## config.mk

```make
export PLATFORM = sky130hd
export DESIGN_NAME = mic_cic_decimator
export DESIGN_NICKNAME = d
export VERILOG_FILES = /design/src/rtl/mic_pkg.sv /design/src/rtl/mic_cic_decimator.sv
export SDC_FILE = /design/constraint.sdc
export NUM_CORES = 1
export LEC_CHECK = 0
export ABC_AREA = 0
export CELL_PAD_IN_SITES_DETAIL_PLACEMENT = 1
export CELL_PAD_IN_SITES_GLOBAL_PLACEMENT = 2
export CORE_MARGIN = 2
export CORE_UTILIZATION = 25
export DETAILED_ROUTE_END_ITERATION = 6
export GPL_TIMING_DRIVEN = 0
export PLACE_DENSITY_LB_ADDON = 0.1
export REMOVE_ABC_BUFFERS = 1
export SYNTH_ARGS = -nofsm -noshare
export SYNTH_HDL_FRONTEND = slang
export SYNTH_SLANG_ARGS = --single-unit
```

## constraint.sdc

```tcl
create_clock -name clk -period 7.8 [get_ports clk]
set_input_delay 0.78 -clock clk [delete_from_list [all_inputs] [get_ports clk]]
set_output_delay 0.78 -clock clk [all_outputs]
set_load 0.01 [all_outputs]
```

## src/rtl/mic_pkg.sv

```systemverilog
// Shared widths, PCM word type, shift-and-clamp helper and parameter legality
// check for the CIC microphone decimator.
package mic_pkg;

  // Upper bound on the internal accumulator width handled by sat_shift.
  localparam int MAX_W    = 64;
  localparam int PCM_BITS = 16;

  typedef logic signed [PCM_BITS-1:0] pcm_t;

  // CIC bit growth: K bits cover the full DC gain pDecim**pOrder.
  function automatic int cic_k(input int order, input int decim);
    return order * $clog2(decim);
  endfunction

  // One extra bit so the comb result range [0, 2^K] fits unsigned.
  function automatic int cic_w(input int order, input int decim);
    return cic_k(order, decim) + 1;
  endfunction

  function automatic bit params_ok(input int order, input int decim, input int abits);
    int k;
    k = cic_k(order, decim);
    return (order >= 1) && (order <= 5) &&
           (decim >= 4) && ((decim & (decim - 1)) == 0) &&
           (abits >= 1) && (abits <= k) && (k + 1 <= MAX_W);
  endfunction

  // Arithmetic right shift followed by a clamp into a signed abits-wide range.
  function automatic longint sat_shift(input longint s, input int shift, input int abits);
    longint t;
    longint hi;
    longint lo;
    t  = s >>> shift;
    hi = (longint'(1) <<< (abits - 1)) - 1;
    lo = -(longint'(1) <<< (abits - 1));
    if (t > hi)      return hi;
    else if (t < lo) return lo;
    return t;
  endfunction

endpackage

```

## src/rtl/mic_cic_decimator.sv

```systemverilog
// Order-pOrder CIC decimator turning a 1-bit PDM stream into signed PCM with a
// valid/ready output. Optional settling blanking via MIC_CIC_WARMUP_EN.
module mic_cic_decimator
  import mic_pkg::*;
#(
  parameter int pOrder     = 3,
  parameter int pDecim     = 64,
  parameter int pAudioBits = 16
) (
  input  logic                         clk,
  input  logic                         rst_n,
  input  logic                         en,
  input  logic                         pdm_stb,
  input  logic                         pdm_bit,
  output logic signed [pAudioBits-1:0] pcm_data,
  output logic                         pcm_valid,
  input  logic                         pcm_ready,
  output logic                         overrun,
  input  logic                         overrun_clr
);

  localparam int LOG_D = $clog2(pDecim);
  localparam int K     = cic_k(pOrder, pDecim);
  localparam int W     = cic_w(pOrder, pDecim);
  localparam int SHIFT = K - pAudioBits;

  // Mid-scale offset 2^(K-1), built as W bits: 2'b01 followed by K-1 zeros.
  localparam logic [W-1:0]     HALF     = {2'b01, {(K-1){1'b0}}};
  localparam logic [LOG_D-1:0] CNT_LAST = '1;

  typedef logic signed [pAudioBits-1:0] pcm_word_t;

  if (!params_ok(pOrder, pDecim, pAudioBits)) begin : g_param_check
    $error("mic_cic_decimator: illegal pOrder/pDecim/pAudioBits combination");
  end

  logic [W-1:0]       integ  [pOrder];
  logic [W-1:0]       comb_x [pOrder+1];
  logic [LOG_D-1:0]   cnt;
  logic               dec_tick;
  logic               sample_tick;
  logic [W-1:0]       y;
  logic signed [W-1:0] s_val;
  pcm_word_t          pcm_next;

  // ---------------------------------------------------------------------------
  // Integrator chain: each stage consumes the previous stage's registered value,
  // so the chain is pipelined and every stage updates on the same strobe edge.
  // ---------------------------------------------------------------------------
  for (genvar i = 0; i < pOrder; i++) begin : g_integ
    logic [W-1:0] acc;
    logic [W-1:0] addend;

    if (i == 0) begin : g_first
      assign addend = {{(W-1){1'b0}}, pdm_bit};
    end else begin : g_next
      assign addend = integ[i-1];
    end

    // NOTE: sequential state uses non-blocking assignment so every stage sees
    // its neighbour's pre-edge value; blocking here would collapse the pipeline.
    always_ff @(posedge clk or negedge rst_n) begin
      if (!rst_n)       acc <= '0;
      else if (!en)     acc <= '0;
      else if (pdm_stb) acc <= acc + addend;
    end

    assign integ[i] = acc;
  end

  // Decimation counter; the tick is registered, so it lands one cycle after the
  // window's final strobe.
  always_ff @(posedge clk or negedge rst_n) begin
    if (!rst_n) begin
      cnt      <= '0;
      dec_tick <= 1'b0;
    end else if (!en) begin
      cnt      <= '0;
      dec_tick <= 1'b0;
    end else begin
      dec_tick <= pdm_stb && (cnt == CNT_LAST);
      if (pdm_stb) cnt <= cnt + 1'b1;
    end
  end

  // ---------------------------------------------------------------------------
  // Comb chain: combinational differences, delays captured on dec_tick.
  // ---------------------------------------------------------------------------
  assign comb_x[0] = integ[pOrder-1];

  for (genvar i = 0; i < pOrder; i++) begin : g_comb
    logic [W-1:0] dly;

    assign comb_x[i+1] = comb_x[i] - dly;

    // NOTE: the delay line is a handful of flops, not a RAM, so it is reset like
    // any other register; that guarantees the first window after reset/enable
    // starts from a clean comb state.
    always_ff @(posedge clk or negedge rst_n) begin
      if (!rst_n)        dly <= '0;
      else if (!en)      dly <= '0;
      else if (dec_tick) dly <= comb_x[i];
    end
  end

  assign y = comb_x[pOrder];

  // NOTE: every variable below is assigned on every pass, so no latch can form.
  always_comb begin
    s_val    = signed'(y - HALF);
    pcm_next = pcm_word_t'(sat_shift(longint'(s_val), SHIFT, pAudioBits));
  end

`ifdef MIC_CIC_WARMUP_EN
  // Blank the first pOrder comb outputs while the filter history fills up.
  localparam int                   WARM_BITS = $clog2(pOrder + 1);
  localparam logic [WARM_BITS-1:0] WARM_LAST = WARM_BITS'(pOrder);

  logic [WARM_BITS-1:0] warm_cnt;
  logic                 warm_done;

  assign warm_done = (warm_cnt == WARM_LAST);

  always_ff @(posedge clk or negedge rst_n) begin
    if (!rst_n)                      warm_cnt <= '0;
    else if (!en)                    warm_cnt <= '0;
    else if (dec_tick && !warm_done) warm_cnt <= warm_cnt + 1'b1;
  end

  assign sample_tick = dec_tick && warm_done;
`else
  assign sample_tick = dec_tick;
`endif

  // ---------------------------------------------------------------------------
  // Output register with valid/ready handshake and sticky overrun.
  // A new sample may replace the held one only when that one leaves this cycle.
  // ---------------------------------------------------------------------------
  always_ff @(posedge clk or negedge rst_n) begin
    if (!rst_n) begin
      pcm_data  <= '0;
      pcm_valid <= 1'b0;
      overrun   <= 1'b0;
    end else if (!en) begin
      pcm_data  <= '0;
      pcm_valid <= 1'b0;
      overrun   <= 1'b0;
    end else begin
      if (sample_tick && (!pcm_valid || pcm_ready)) begin
        pcm_data  <= pcm_next;
        pcm_valid <= 1'b1;
      end else if (pcm_valid && pcm_ready) begin
        pcm_valid <= 1'b0;
      end

      if (sample_tick && pcm_valid && !pcm_ready) overrun <= 1'b1;
      else if (overrun_clr)                       overrun <= 1'b0;
    end
  end

endmodule
```

After elaboration in Yosys (flattened, before gate mapping) --
Cells that the tools add are included. Widths: inputs -> output; s select.
Cells by class: $add $sub $neg 8, $mul 0, divide/modulo/power cells 0, $lt $le $gt $ge 2, equal/unequal tests 6, shifts and indexed selects 0, mux-type cells 28, bitwise logic cells 0, reduce and logical (&&, ||, !) cells 8
Operators with widths (number):
- $mux 19 | 12
- $mux 16 | 5
- $sub 19x19->19 | 3
- $add 19x19->19 | 2
- $add 19x1->19 | 1
- $sub 19x18->19 const B | 1
- $gt 17x16->1 const B | 1
- $lt 17x16->1 const B | 1
- $mux 6 | 2
- $mux 1 | 9
- $add 6x1->6 const B | 1
- $eq 6x6->1 const B | 1
- $ne 2x1->1 const B | 3
- $ne 3x1->1 const B | 2
- $logic_and 1x1->1 | 5
- $logic_not 1->1 | 2
- $logic_or 1x1->1 | 1
Word-level totals: flip-flop bits (word level) 139, bits in latches 0, RAM bits 0, ROM bits 0, input port bits 7, output and inout bits 18, word-level logic and storage cells 63, memories kept 0

Depth between registers and ports, before layout --
word-level depth 10, gate-level depth with buffers 30, gate-level depth less buffers 29

Worst setup path after synthesis --
No wires, ideal clock.
path kind flip-flop to flip-flop, start register g_integ[2].acc[1], end register pcm_data[13], library setup time 0.066 ns, data arrival time 5.619 ns, required time 7.734 ns, setup slack 2.116 ns, cell stages (with the launch flop) 30, buffers on the path 1, clock period less this slack 5.684 ns, path through dfrtp_1 ha_1 nor2b_1 o21ai_0 a21boi_0 o21a_1 o21ai_0 nand2_1 a21oi_1 xnor2_1 ha_1 o21ai_1 a21oi_1 o21ai_0 a21oi_1 o31ai_1 nor2b_1 xnor2_1 ha_1 ha_1 and3_1 nand2_1 nor3b_1 o21ai_0 a21oi_1 o21ai_0 xnor3_2 a31oi_1 buf_2 o221a_2
On the way: longest elaborated chain between the ends 10, elaborated cells between the ends (all ways) 12, classes of those cells add/sub: 4; order compare: 2; mux: 6
RTL lines:
- from (decl) | RTL line mic_cic_decimator.sv:51 | logic [W-1:0] acc;
- from (signal assigned) | RTL line mic_cic_decimator.sv:65 | else if (pdm_stb) acc <= acc + addend;
- $sub 19x19->19 * (3 in a row) | RTL line mic_cic_decimator.sv:94 | assign comb_x[i+1] = comb_x[i] - dly;
- $sub 19x18->19 * | RTL line mic_cic_decimator.sv:110 | s_val = signed'(y - HALF);
- $lt 17x16->1 | RTL line mic_pkg.sv:38 | else if (t < lo) return lo;
- $mux 1 | RTL line mic_pkg.sv:38
- $mux 1 | RTL line mic_pkg.sv:37 | if (t > hi) return hi;
- $mux 16 * | RTL line mic_pkg.sv:39 | return t;
- $mux 16 * | RTL line mic_cic_decimator.sv:149 | if (sample_tick && (!pcm_valid || pcm_ready)) begin
- $mux 16 * | RTL line mic_cic_decimator.sv:144 | end else if (!en) begin
- to (signal assigned) | RTL line mic_cic_decimator.sv:150 | pcm_data <= pcm_next;
- to (decl) | RTL line mic_cic_decimator.sv:15 | output logic signed [pAudioBits-1:0] pcm_data,
Mark *: on every way between the ends. The rest lies on a longest branch, timed or not. The select of a mux whose other input is x is not followed. A chain may end at the register's enable or synchronous reset.

Final worst setup path --
start register g_integ[2].acc[1], end register pcm_data[14]
Same word-level chain as after synthesis.

==> metrics.txt <==
run status finished clean; Top delay family on crit path compound AO/OA/AOI/OAI gates; Core Box Area 39500 um^2; async set or reset register ratio after synthesis 100%; initial antenna violation count 0; Filler cells 4538; Netlist Area Pre-Place 9990 um^2; Yosys warnings 0; Max stage delay cell, worst path o21ai_2; Die Area 41600 um^2; part of the power in combinational logic 36.0%; Synth area leaders dfrtp_1 35%, ha_1 14%, mux2i_1 7.3%; Crit Path Category flop to flop; Post-layout nets 1222; Total GRT Usage 12.4%; # IOs 25; max-slew violations 0; Hold Fails Final Rpt 0; Critical Path Source Type flop; crit path DAT 7.19 ns; hold_ws 0.217 ns; Bufs and invs on worst path 0; number of DRC markers in iteration 0 118; Area Growth Syn to Fin 14.9%; Pre-Repair DR Iteration Count 4; diode count 0; area share of the largest cell type after synthesis 34.8%; HPWL Detailed 17300 um; # port buffers 24; P per Cell Area 216 nW/um^2; crit path capture type flop; count leader, synth nor2_1; first-pass GRT wire length 41100 um; prevailing post-synth register cell dfrtp_1; path length in cells of the critical path 28; placed insts 1606; fin crit share 87.4%; largest net degree at the start of global routing 103; CTS max path bufs 2; die width 204 um; slew margin rel. 12.2%; Net Sw Frac 35.3%; Cell Rows 73; clk slew on worst S/H paths 0.07 ns; worst reg2reg path depth 28; HP Class input pin to asynchronous set/reset pin; slew at the pin with the worst max-slew slack 1.31 ns; clock sink total 139; Worst Skew 0.00988 ns; CP max stage delay 0.53 ns; Clk Latency, worst-skew pair 0.44 ns; Via density 4.58; gpl congestion 0.732; CTS Buf Count 17; CTS HTree Levels 4; Post-synth top cells 151 x nor2_1, 139 x dfrtp_1, 108 x ha_1, 80 x inv_1, 73 x mux2i_1; fraction of layout cells with a size suffix above 1 5.20%; Worst path most repeated cell o21ai_0; final cell count without fillers 1640; Clk pwr share 34.4%; fmax 147 MHz; via count 7505; grt ovf 0; Reg power frac 29.5%; Clock Root Buffer clkbuf_16; MaxCap Viol Count 0; Initial Util 25.3%; post-synthesis area per instance 9.19 um^2; internal power component 0.00160 W; Peak VDD IR 0.000152 V; Routed WL 24000 um; Seq cells post-synth 139; unique cell type count in the Yosys netlist 68; RSZ-0062 raised after global routing no; Leakage 5.05 nW; Remaining DRCs 0; DR WL/cell 14.6 um; crit path max fanout 15; CTS tree done; CTS Hold Buffers Added 0; Chip Height 204 um; post-synthesis sequential area ratio 34.8%; vias in the first global route 8008; cell count after synthesis 1087; Tmin final 6.82 ns; NetSw 0.000874 W; Final setup viols 0; critical path data required time 8.17 ns; cell taking the most area after synthesis dfrtp_1; setup ws final 0.981 ns; setup bufs post-CTS 0; pre-CTS WS 0.556 ns; Post-synth EDFFs 0; Detail Route Antenna Nets 0; post-CTS sizing 0
## through the flow
step	TNS (ns)	utilization, %	total power [W]	area [um^2]
2_1_floorplan	0	-	0.00143	9850
3_3_place_gp	-72.82	27.2	0.00166	10800
3_5_place_dp	0	27.5	0.00166	10900
4_1_cts	0	29.0	0.00254	11500
5_1_grt	0	29.0	0.00268	11500
6_report	0	29.0	0.00247	11500
## per-layer routing
layer,routed length [um],share of wire (%),global-route usage [%],vias to the layer above
li1,-,-,-,3883
met1,11500,48,14.9,3559
met2,11800,49,22.1,41
met3,366,1.5,2.12,22
met4,400,1.7,4.35,0
met5,0,0,0,-
## power groups by stage
stage / Clock, W / Combinational, W / Sequential, W
after CTS: 0.000890 / 0.000919 / 0.000730
after global placement: 0 / 0.000912 / 0.000744
after detailed placement: 0 / 0.000915 / 0.000744
after floorplan: 0 / 0.000684 / 0.000742
after global routing: 0.000923 / 0.00102 / 0.000730
final: 0.000852 / 0.000892 / 0.000730
## flip-flops by register name, indices dropped and copies added, names as in the netlist
name	count
dec_tick	1
g_integ.acc	57
cnt	6
pcm_valid	1
pcm_data	16
g_comb.dly	57
overrun	1
## layout by cell type (no fill, tap or decap), types with 10 or more instances in the layout
cell type        count
xnor2_1             53
mux2i_1             73
nor2b_1             17
xor2_1              31
ha_1               108
a31oi_1             10
nand2_1             55
dfrtp_1            138
clkdlybuf4s50_1     22
a211oi_1            15
o221a_1             10
o21ai_0             37
a21o_1              18
inv_1               79
or3_1               17
nor2_1             151
a21oi_1             69
clkbuf_16           17
o21a_1              13
nand2b_1            10
nor3_1              17
nand3_1             21
## final cells by class
| class | instances | area, um^2 | share of cell area (%) |
|---|---|---|---|
| clock inverters | 10 | 114 | 0.992 |
| well taps | 525 | 657 | 5.72 |
| clock buffers | 22 | 484 | 4.22 |
| multi-input cells | 833 | 6070 | 52.9 |
| repair buffers | 30 | 358 | 3.12 |
| inverters | 81 | 309 | 2.69 |
| flip-flops and latches | 139 | 3480 | 30.3 |
## kinds of logic after synthesis
kind of cell	after synthesis	share of synthesized area [%]
mux	74	7.43
fa+ha+maj	113	14.5
compound gates	235	16.0
xor+xnor	86	7.83
simple gates	325	15.0
buf+inv	115	4.41
flops	139	34.8
## worst paths after layout
kind / startpoint / end / slack (ns)
min reg2reg: g_comb[2].dly[12]$_DFFE_PN0P_ / g_comb[2].dly[12]$_DFFE_PN0P_ / 0.52
max in group asynchronous: rst_n / g_integ[0].acc[16]$_DFFE_PN0P_ / 6.66
min: rst_n / pcm_valid$_DFFE_PN0P_ / 0.22
max: g_integ[2].acc[1]$_DFFE_PN0P_ / pcm_data[14]$_DFFE_PN0P_ / 0.98
max reg2reg: g_integ[2].acc[1]$_DFFE_PN0P_ / pcm_data[14]$_DFFE_PN0P_ / 0.98
min in group clk: g_comb[2].dly[12]$_DFFE_PN0P_ / g_comb[2].dly[12]$_DFFE_PN0P_ / 0.52
Power figures use the tool's default switching activity.
